===== config.mk =====
export PLATFORM = sky130hd
export DESIGN_NAME = core_if_fetch
export DESIGN_NICKNAME = d
export VERILOG_FILES = /design/src/rtl/core_if_fetch_pkg.sv /design/src/rtl/core_if_ibuf.sv /design/src/rtl/core_if_fetch.sv
export SDC_FILE = /design/constraint.sdc
export NUM_CORES = 1
export LEC_CHECK = 0
export BUFFER_PORTS_ARGS = -buffer_cell sky130_fd_sc_hd__buf_2
export CAP_MARGIN = 0
export CELL_PAD_IN_SITES_DETAIL_PLACEMENT = 1
export CELL_PAD_IN_SITES_GLOBAL_PLACEMENT = 2
export CORE_ASPECT_RATIO = 1.4
export CORE_MARGIN = 5
export CORE_UTILIZATION = 40
export CTS_BUF_LIST = sky130_fd_sc_hd__clkbuf_16
export DETAILED_ROUTE_END_ITERATION = 8
export HOLD_SLACK_MARGIN = 0.12
export PLACE_DENSITY_LB_ADDON = 0.1
export SLEW_MARGIN = 20
export SYNTH_ARGS = -nofsm -noshare
export SYNTH_HDL_FRONTEND = slang
export SYNTH_HIERARCHICAL = 1
export SYNTH_SLANG_ARGS = --single-unit

===== constraint.sdc =====
create_clock -name clk -period 4.87 [get_ports clk]
set_input_delay 0.7305 -clock clk [delete_from_list [all_inputs] [get_ports clk]]
set_output_delay 0.7305 -clock clk [all_outputs]
set_load 0.02 [all_outputs]

===== src/rtl/core_if_fetch_pkg.sv =====
// Shared types for the instruction fetch unit.
// Holds the FSM encoding, the buffer entry layout and PC helpers.
package core_if_fetch_pkg;

    localparam int XLEN   = 32;
    localparam int INST_W = 32;

    localparam logic [XLEN-1:0] IFU_RESET_PC = 32'h8000_0000;

    typedef enum logic [1:0] {
        IFU_BOOT     = 2'd0,
        IFU_RUN      = 2'd1,
        IFU_ERR_WAIT = 2'd2
    } ifu_state_e;

    typedef struct packed {
        logic [INST_W-1:0] inst;
        logic [XLEN-1:0]   pc;
        logic              err;
    } ibuf_entry_t;

    function automatic logic [XLEN-1:0] word_align(
        input logic [XLEN-1:0] a
    );
        return {a[XLEN-1:2], 2'b00};
    endfunction

    function automatic logic [XLEN-1:0] next_word(
        input logic [XLEN-1:0] a
    );
        return a + XLEN'(4);
    endfunction

endpackage


===== src/rtl/core_if_ibuf.sv =====
// Instruction buffer: DEPTH-entry FIFO of {inst, pc, err}.
// Ports: i_clear (sync flush), i_push/i_push_data, i_pop, o_head, o_count, o_full, o_empty.
module core_if_ibuf
    import core_if_fetch_pkg::*;
#(
    parameter int DEPTH = 2
) (
    input  logic                     clk,
    input  logic                     rst_n,
    input  logic                     i_clear,
    input  logic                     i_push,
    input  ibuf_entry_t              i_push_data,
    input  logic                     i_pop,
    output ibuf_entry_t              o_head,
    output logic [$clog2(DEPTH):0]   o_count,
    output logic                     o_full,
    output logic                     o_empty
);

    localparam int AW = $clog2(DEPTH);

    ibuf_entry_t       mem_q [DEPTH];
    logic [AW-1:0]     wr_ptr_q;
    logic [AW-1:0]     wr_ptr_d;
    logic [AW-1:0]     rd_ptr_q;
    logic [AW-1:0]     rd_ptr_d;
    logic [AW:0]       count_q;
    logic [AW:0]       count_d;
    logic              do_push;
    logic              do_pop;

    always_comb begin
        do_push  = i_push && !i_clear;
        do_pop   = i_pop && !i_clear && (count_q != '0);
        wr_ptr_d = wr_ptr_q;
        rd_ptr_d = rd_ptr_q;
        count_d  = count_q;
        if (i_clear) begin
            wr_ptr_d = '0;
            rd_ptr_d = '0;
            count_d  = '0;
        end else begin
            if (do_push) begin
                wr_ptr_d = wr_ptr_q + AW'(1);
            end
            if (do_pop) begin
                rd_ptr_d = rd_ptr_q + AW'(1);
            end
            count_d = count_q + (AW+1)'(do_push) - (AW+1)'(do_pop);
        end
    end

    always_ff @(posedge clk or negedge rst_n) begin
        if (!rst_n) begin
            wr_ptr_q <= '0;
            rd_ptr_q <= '0;
            count_q  <= '0;
        end else begin
            wr_ptr_q <= wr_ptr_d;
            rd_ptr_q <= rd_ptr_d;
            count_q  <= count_d;
        end
    end

    // Storage is reset so the head reads as zero out of reset.
    always_ff @(posedge clk or negedge rst_n) begin
        if (!rst_n) begin
            for (int i = 0; i < DEPTH; i++) begin
                mem_q[i] <= '0;
            end
        end else if (do_push) begin
            mem_q[wr_ptr_q] <= i_push_data;
        end
    end

    assign o_head  = mem_q[rd_ptr_q];
    assign o_count = count_q;
    assign o_empty = (count_q == '0);
    assign o_full  = (count_q == (AW+1)'(DEPTH));

    a_no_overflow: assert property (
        @(posedge clk) disable iff (!rst_n)
        !(i_push && !i_clear && o_full && !i_pop)
    );

    a_no_underflow: assert property (
        @(posedge clk) disable iff (!rst_n)
        !(i_pop && !i_clear && o_empty)
    );

endmodule


===== src/rtl/core_if_fetch.sv =====
// Instruction fetch: in-order word requests, buffered responses, valid/ready to ID.
// Ports: ifu_req/rsp bus pair, i_flush/i_flush_pc redirect, o_inst* toward decode.
module core_if_fetch
    import core_if_fetch_pkg::*;
#(
    parameter logic [XLEN-1:0] RESET_PC        = IFU_RESET_PC,
    parameter int              IBUF_DEPTH      = 2,
    parameter int              MAX_OUTSTANDING = 2
) (
    input  logic              clk,
    input  logic              rst_n,
    output logic              o_ifu_req_valid,
    input  logic              i_ifu_req_ready,
    output logic [XLEN-1:0]   o_ifu_req_addr,
    input  logic              i_ifu_rsp_valid,
    output logic              o_ifu_rsp_ready,
    input  logic [INST_W-1:0] i_ifu_rsp_inst,
    input  logic              i_ifu_rsp_err,
    input  logic              i_flush,
    input  logic [XLEN-1:0]   i_flush_pc,
    output logic              o_inst_valid,
    input  logic              i_inst_ready,
    output logic [INST_W-1:0] o_inst,
    output logic [XLEN-1:0]   o_inst_pc,
    output logic              o_inst_err
);

    localparam int CW = $clog2(IBUF_DEPTH + MAX_OUTSTANDING + 1) + 1;
    localparam int BW = $clog2(IBUF_DEPTH) + 1;

    localparam logic [XLEN-1:0] BOOT_PC = {RESET_PC[XLEN-1:2], 2'b00};

    ifu_state_e      state_q;
    ifu_state_e      state_d;
    logic            req_valid_q;
    logic            req_valid_d;
    logic [XLEN-1:0] req_addr_q;
    logic [XLEN-1:0] req_addr_d;
    logic [XLEN-1:0] fetch_pc_q;
    logic [XLEN-1:0] fetch_pc_d;
    logic [XLEN-1:0] rsp_pc_q;
    logic [XLEN-1:0] rsp_pc_d;
    logic [CW-1:0]   outstanding_q;
    logic [CW-1:0]   outstanding_d;
    logic [CW-1:0]   kill_cnt_q;
    logic [CW-1:0]   kill_cnt_d;

    ibuf_entry_t     push_entry;
    ibuf_entry_t     head;
    logic [BW-1:0]   ibuf_count;
    logic            ibuf_full;
    logic            ibuf_empty;

    logic            req_fire;
    logic            rsp_push;
    logic            inst_pop;
    logic [CW-1:0]   credit_used;
    logic            credit_ok;
    logic            issue;

    // Credit counts every slot a response could still land in:
    // accepted requests, buffered entries and the request on the bus.
    always_comb begin
        req_fire    = req_valid_q && i_ifu_req_ready;
        rsp_push    = i_ifu_rsp_valid && (kill_cnt_q == '0) && !i_flush;
        credit_used = outstanding_q + CW'(ibuf_count) + CW'(req_valid_q);
        credit_ok   = (credit_used < CW'(IBUF_DEPTH)) &&
                      (outstanding_q < CW'(MAX_OUTSTANDING));
        issue       = (state_q == IFU_RUN) && !i_flush &&
                      (!req_valid_q || req_fire) && credit_ok;
    end

    always_comb begin
        state_d       = state_q;
        req_valid_d   = req_valid_q;
        req_addr_d    = req_addr_q;
        fetch_pc_d    = fetch_pc_q;
        rsp_pc_d      = rsp_pc_q;
        outstanding_d = outstanding_q + CW'(req_fire) - CW'(i_ifu_rsp_valid);
        kill_cnt_d    = kill_cnt_q;

        unique case (state_q)
            IFU_BOOT: begin
                state_d = IFU_RUN;
            end
            IFU_RUN: begin
                if (rsp_push && i_ifu_rsp_err) begin
                    state_d = IFU_ERR_WAIT;
                end
            end
            IFU_ERR_WAIT: begin
                state_d = IFU_ERR_WAIT;
            end
            default: begin
                state_d = IFU_RUN;
            end
        endcase

        if (req_fire) begin
            req_valid_d = 1'b0;
        end
        if (issue) begin
            req_valid_d = 1'b1;
            req_addr_d  = fetch_pc_q;
            fetch_pc_d  = next_word(fetch_pc_q);
        end

        if (rsp_push) begin
            rsp_pc_d = next_word(rsp_pc_q);
        end

        if (i_flush) begin
            // Everything accepted or still waiting on the bus is stale;
            // a response returning this cycle is already dropped.
            state_d    = IFU_RUN;
            fetch_pc_d = word_align(i_flush_pc);
            rsp_pc_d   = word_align(i_flush_pc);
            kill_cnt_d = outstanding_q + CW'(req_valid_q)
                         - CW'(i_ifu_rsp_valid);
        end else if (i_ifu_rsp_valid && (kill_cnt_q != '0)) begin
            kill_cnt_d = kill_cnt_q - CW'(1);
        end
    end

    always_ff @(posedge clk or negedge rst_n) begin
        if (!rst_n) begin
            state_q       <= IFU_BOOT;
            req_valid_q   <= 1'b0;
            req_addr_q    <= BOOT_PC;
            fetch_pc_q    <= BOOT_PC;
            rsp_pc_q      <= BOOT_PC;
            outstanding_q <= '0;
            kill_cnt_q    <= '0;
        end else begin
            state_q       <= state_d;
            req_valid_q   <= req_valid_d;
            req_addr_q    <= req_addr_d;
            fetch_pc_q    <= fetch_pc_d;
            rsp_pc_q      <= rsp_pc_d;
            outstanding_q <= outstanding_d;
            kill_cnt_q    <= kill_cnt_d;
        end
    end

    always_comb begin
        push_entry.inst = i_ifu_rsp_inst;
        push_entry.pc   = rsp_pc_q;
        push_entry.err  = i_ifu_rsp_err;
    end

    core_if_ibuf #(
        .DEPTH (IBUF_DEPTH)
    ) u_ibuf (
        .clk         (clk),
        .rst_n       (rst_n),
        .i_clear     (i_flush),
        .i_push      (rsp_push),
        .i_push_data (push_entry),
        .i_pop       (inst_pop),
        .o_head      (head),
        .o_count     (ibuf_count),
        .o_full      (ibuf_full),
        .o_empty     (ibuf_empty)
    );

    assign o_ifu_req_valid = req_valid_q;
    assign o_ifu_req_addr  = req_addr_q;
    assign o_ifu_rsp_ready = 1'b1;

    assign o_inst_valid = !ibuf_empty && !i_flush;
    assign inst_pop     = o_inst_valid && i_inst_ready;
    assign o_inst       = head.inst;
    assign o_inst_pc    = head.pc;
    assign o_inst_err   = head.err;

    a_credit_no_overflow: assert property (
        @(posedge clk) disable iff (!rst_n)
        !(rsp_push && ibuf_full && !inst_pop)
    );

    a_req_stable: assert property (
        @(posedge clk) disable iff (!rst_n)
        (req_valid_q && !i_ifu_req_ready) |=>
        (req_valid_q && $stable(req_addr_q))
    );

endmodule


==> results.yml <==
power:
  finalPower_uw: 6380
  irDropWorstVdd_uv: 278
  p_per_area_nw_per_um2: 473
  leakagePower_uw: 0.00652
  swShare_pct: 33.2
  pwr-share-clk_pct: 26.3
  seqPwrFrac_pct: 42.2
  p_int_uw: 4260
  p_sw_uw: 2120
  pwr-share-comb_pct: 31.4
setup_path:
  max_stage_delay_ps: 570
  cp.required_ps: 5260
  start_kind: "register"
  end_kind: "register"
  slowest_stage: "or4b_1"
  critPathMaxFanout: 29
  ff2ff_setup_slack_ps: 1200
  cp_num_buf_inv: 1
  crit_chain: "ha_1, a21oi_2, fa_1, or4b_1, mux2i_4, o21ai_1, nor2_2, buf_4, mux2_1"
  arrival_ps: 4070
  crit_type: "register to register"
  path_delay_family: "multiplexers"
place:
  dp_hpwl_um: 19300
  gp_congestion: 0.752
  io_buffers: 165
drt:
  route.vias.total: 7577
  drt_iter0_drc: 284
  antenna_left: 0
  drc: 0
  drt_pass1_iterations: 4
  routedWlPerCell_um: 19.1
  drt-total-wl_um: 27900
  avgViaCountPerCell: 5.20
clock_tree:
  insertion_delay_ps: 530
  cts_tree: "yes"
  clkSinkCount: 235
  ctsHoldBuffers: 0
  clkTransAtPathRegs_ps: 60
  cts_htree_levels: 1
  ctsResizeCount: 0
  numCtsBuffers: 25
  postCtsSetupBuffers: 0
  cts_root_buf: "clkbuf_16"
  clockBufferDepth: 3
outcome:
  outcome: "finished, final reports clean"
global_route:
  grt_util_met1_pct: 23.3
  use_met3_pct: 2.19
  track_usage_pct: 17.2
  grt_pass1_wl_um: 46000
  overflow: 0
  grt-busiest-layer: "met2"
  grt_util_met2_pct: 29.1
  grt_max_degree: 105
  grt_pass1_vias: 8485
  antenna_found_initial: 0
die:
  fp.dieW_um: 154
  rows: 74
  die_area_um2: 32700
  num_io_pins: 171
  die_h_um: 212
  initial_core_util_pct: 40.2
  core_area_um2: 29000
synth:
  syn_area_um2: 11700
  synth_area_per_cell_um2: 13.0
  yosysWarnings: 6
  syn_inst: 895
flow_run:
  maxCapViolCount: 0
sta:
  drv_slew: 0
  fmax_ghz: 0.272
  finalHoldViolCount: 0
  finalSetupTns_ps: 0
  slew_headroom_pct: 35.0
  rsz0062_at_grt: "false"
  tightest_slew_ps: 975
  fin_crit_sh_pct: 75.4
  setup_viol: 0
  fin_crit_ps: 3670
  fin_worst_skew_ps: 16.5
final_layout:
  n_antenna_cell: 0
  multiInputGateArea_um2: 5350
  num-fill-cells: 3099
  regArea_um2: 5890
  area_growth_pct: 15.7
  nNetsFinal: 1151
  final_layout_size_suffix_gt1_share_pct: 39.2
hold_path:
  hold_path.class: "input pin to async pin"
-- worst register-to-register path, cell delays in order (launching register included) --
cell     delay (ps)
dfrtp_1         420
ha_1            310
a21oi_2          90
fa_1            440
or4b_1          570
mux2i_4         440
o21ai_1         270
nor2_2          220
buf_4           390
mux2_1          390
-- stage by stage --
stage / setup slack (ps) / hold WS (ps) / utilization (%) / cells / instance area, um^2
floorplan: 1900 / 435 / - / 900 / 11700
global placement: 1240 / 465 / 44.1 / 1413 / 12800
detailed placement: 1170 / 469 / 44.1 / 1413 / 12800
CTS: 1110 / 206 / 46.5 / 1458 / 13500
global route: 955 / 235 / 46.5 / 1458 / 13500
finish: 1200 / 198 / 46.5 / 1458 / 13500
-- layout make-up --
type | instances | area share [%]
timing repair buffer | 179 | 7.17
clock inverter | 20 | 0.566
multi-input combinational | 593 | 39.7
clock buffer | 25 | 4.64
inverter | 26 | 0.724
sequential | 235 | 43.7
tap | 380 | 3.53
-- layout by cell type, fill, tap and decap left out, drive strengths merged, types with 4 or more instances in the layout --
cell type / n
nand2b: 18
xnor2: 28
nor2: 34
conb: 7
nor3: 14
a211oi: 6
clkbuf: 25
and4: 6
buf: 179
o21ai: 12
nand3: 17
nor2b: 4
nand2: 28
ha: 17
dfrtp: 232
mux2i: 7
a31oi: 5
nor4: 11
nand4: 17
clkinv: 11
and2: 4
and3: 7
a21oi: 14
o2111ai: 5
o31a: 10
a21boi: 19
mux2: 238
o211ai: 6
inv: 35
xor2: 15
o21a: 6
or3: 4
-- power groups by stage --
| stage | registers (uW) | logic, uW | clock network (uW) |
|---|---|---|---|
| after CTS | 2700 | 2050 | 1760 |
| after global placement | 2710 | 2000 | 0 |
| after floorplan | 2730 | 1350 | 0 |
| after detailed placement | 2730 | 2030 | 0 |
| final | 2690 | 2000 | 1680 |
| after global routing | 2750 | 2190 | 1840 |
-- sequential cells by signal (all words and copies together), names as in the netlist --
| signal | count |
|---|---|
| fetch_pc_q | 30 |
| kill_cnt_q | 4 |
| o_ifu_req_addr | 30 |
| o_ifu_req_valid | 1 |
| outstanding_q | 4 |
| rsp_pc_q | 30 |
| state_q | 2 |
| u_ibuf/mem_q | 130 |
| u_ibuf/o_count | 2 |
| u_ibuf/rd_ptr_q | 1 |
| u_ibuf/wr_ptr_q | 1 |
-- per-layer routing --
metal | routed length [um] | vias to the layer above
li1 | - | 3560
met1 | 12800 | 3832
met2 | 13400 | 146
met3 | 1030 | 39
met4 | 611 | 0
met5 | 0 | -
-- path summary, 6_finish.rpt --
| check | startpoint | depth (start not counted) | end |
|---|---|---|---|
| setup / recovery | u_ibuf/o_count[0] | 9 | o_ifu_req_addr[10] |
| hold / removal | rst_n | 1 | u_ibuf/mem_q[124] |
| setup reg to reg | u_ibuf/o_count[0] | 9 | o_ifu_req_addr[10] |
| hold reg to reg | o_ifu_req_addr[16] | 1 | o_ifu_req_addr[16] |
| max in group asynchronous | rst_n | 2 | o_ifu_req_addr[14] |
| min in group clk | i_ifu_rsp_inst[26] | 2 | u_ibuf/mem_q[124] |
No activity file was read; power rests on OpenSTA's default activity.
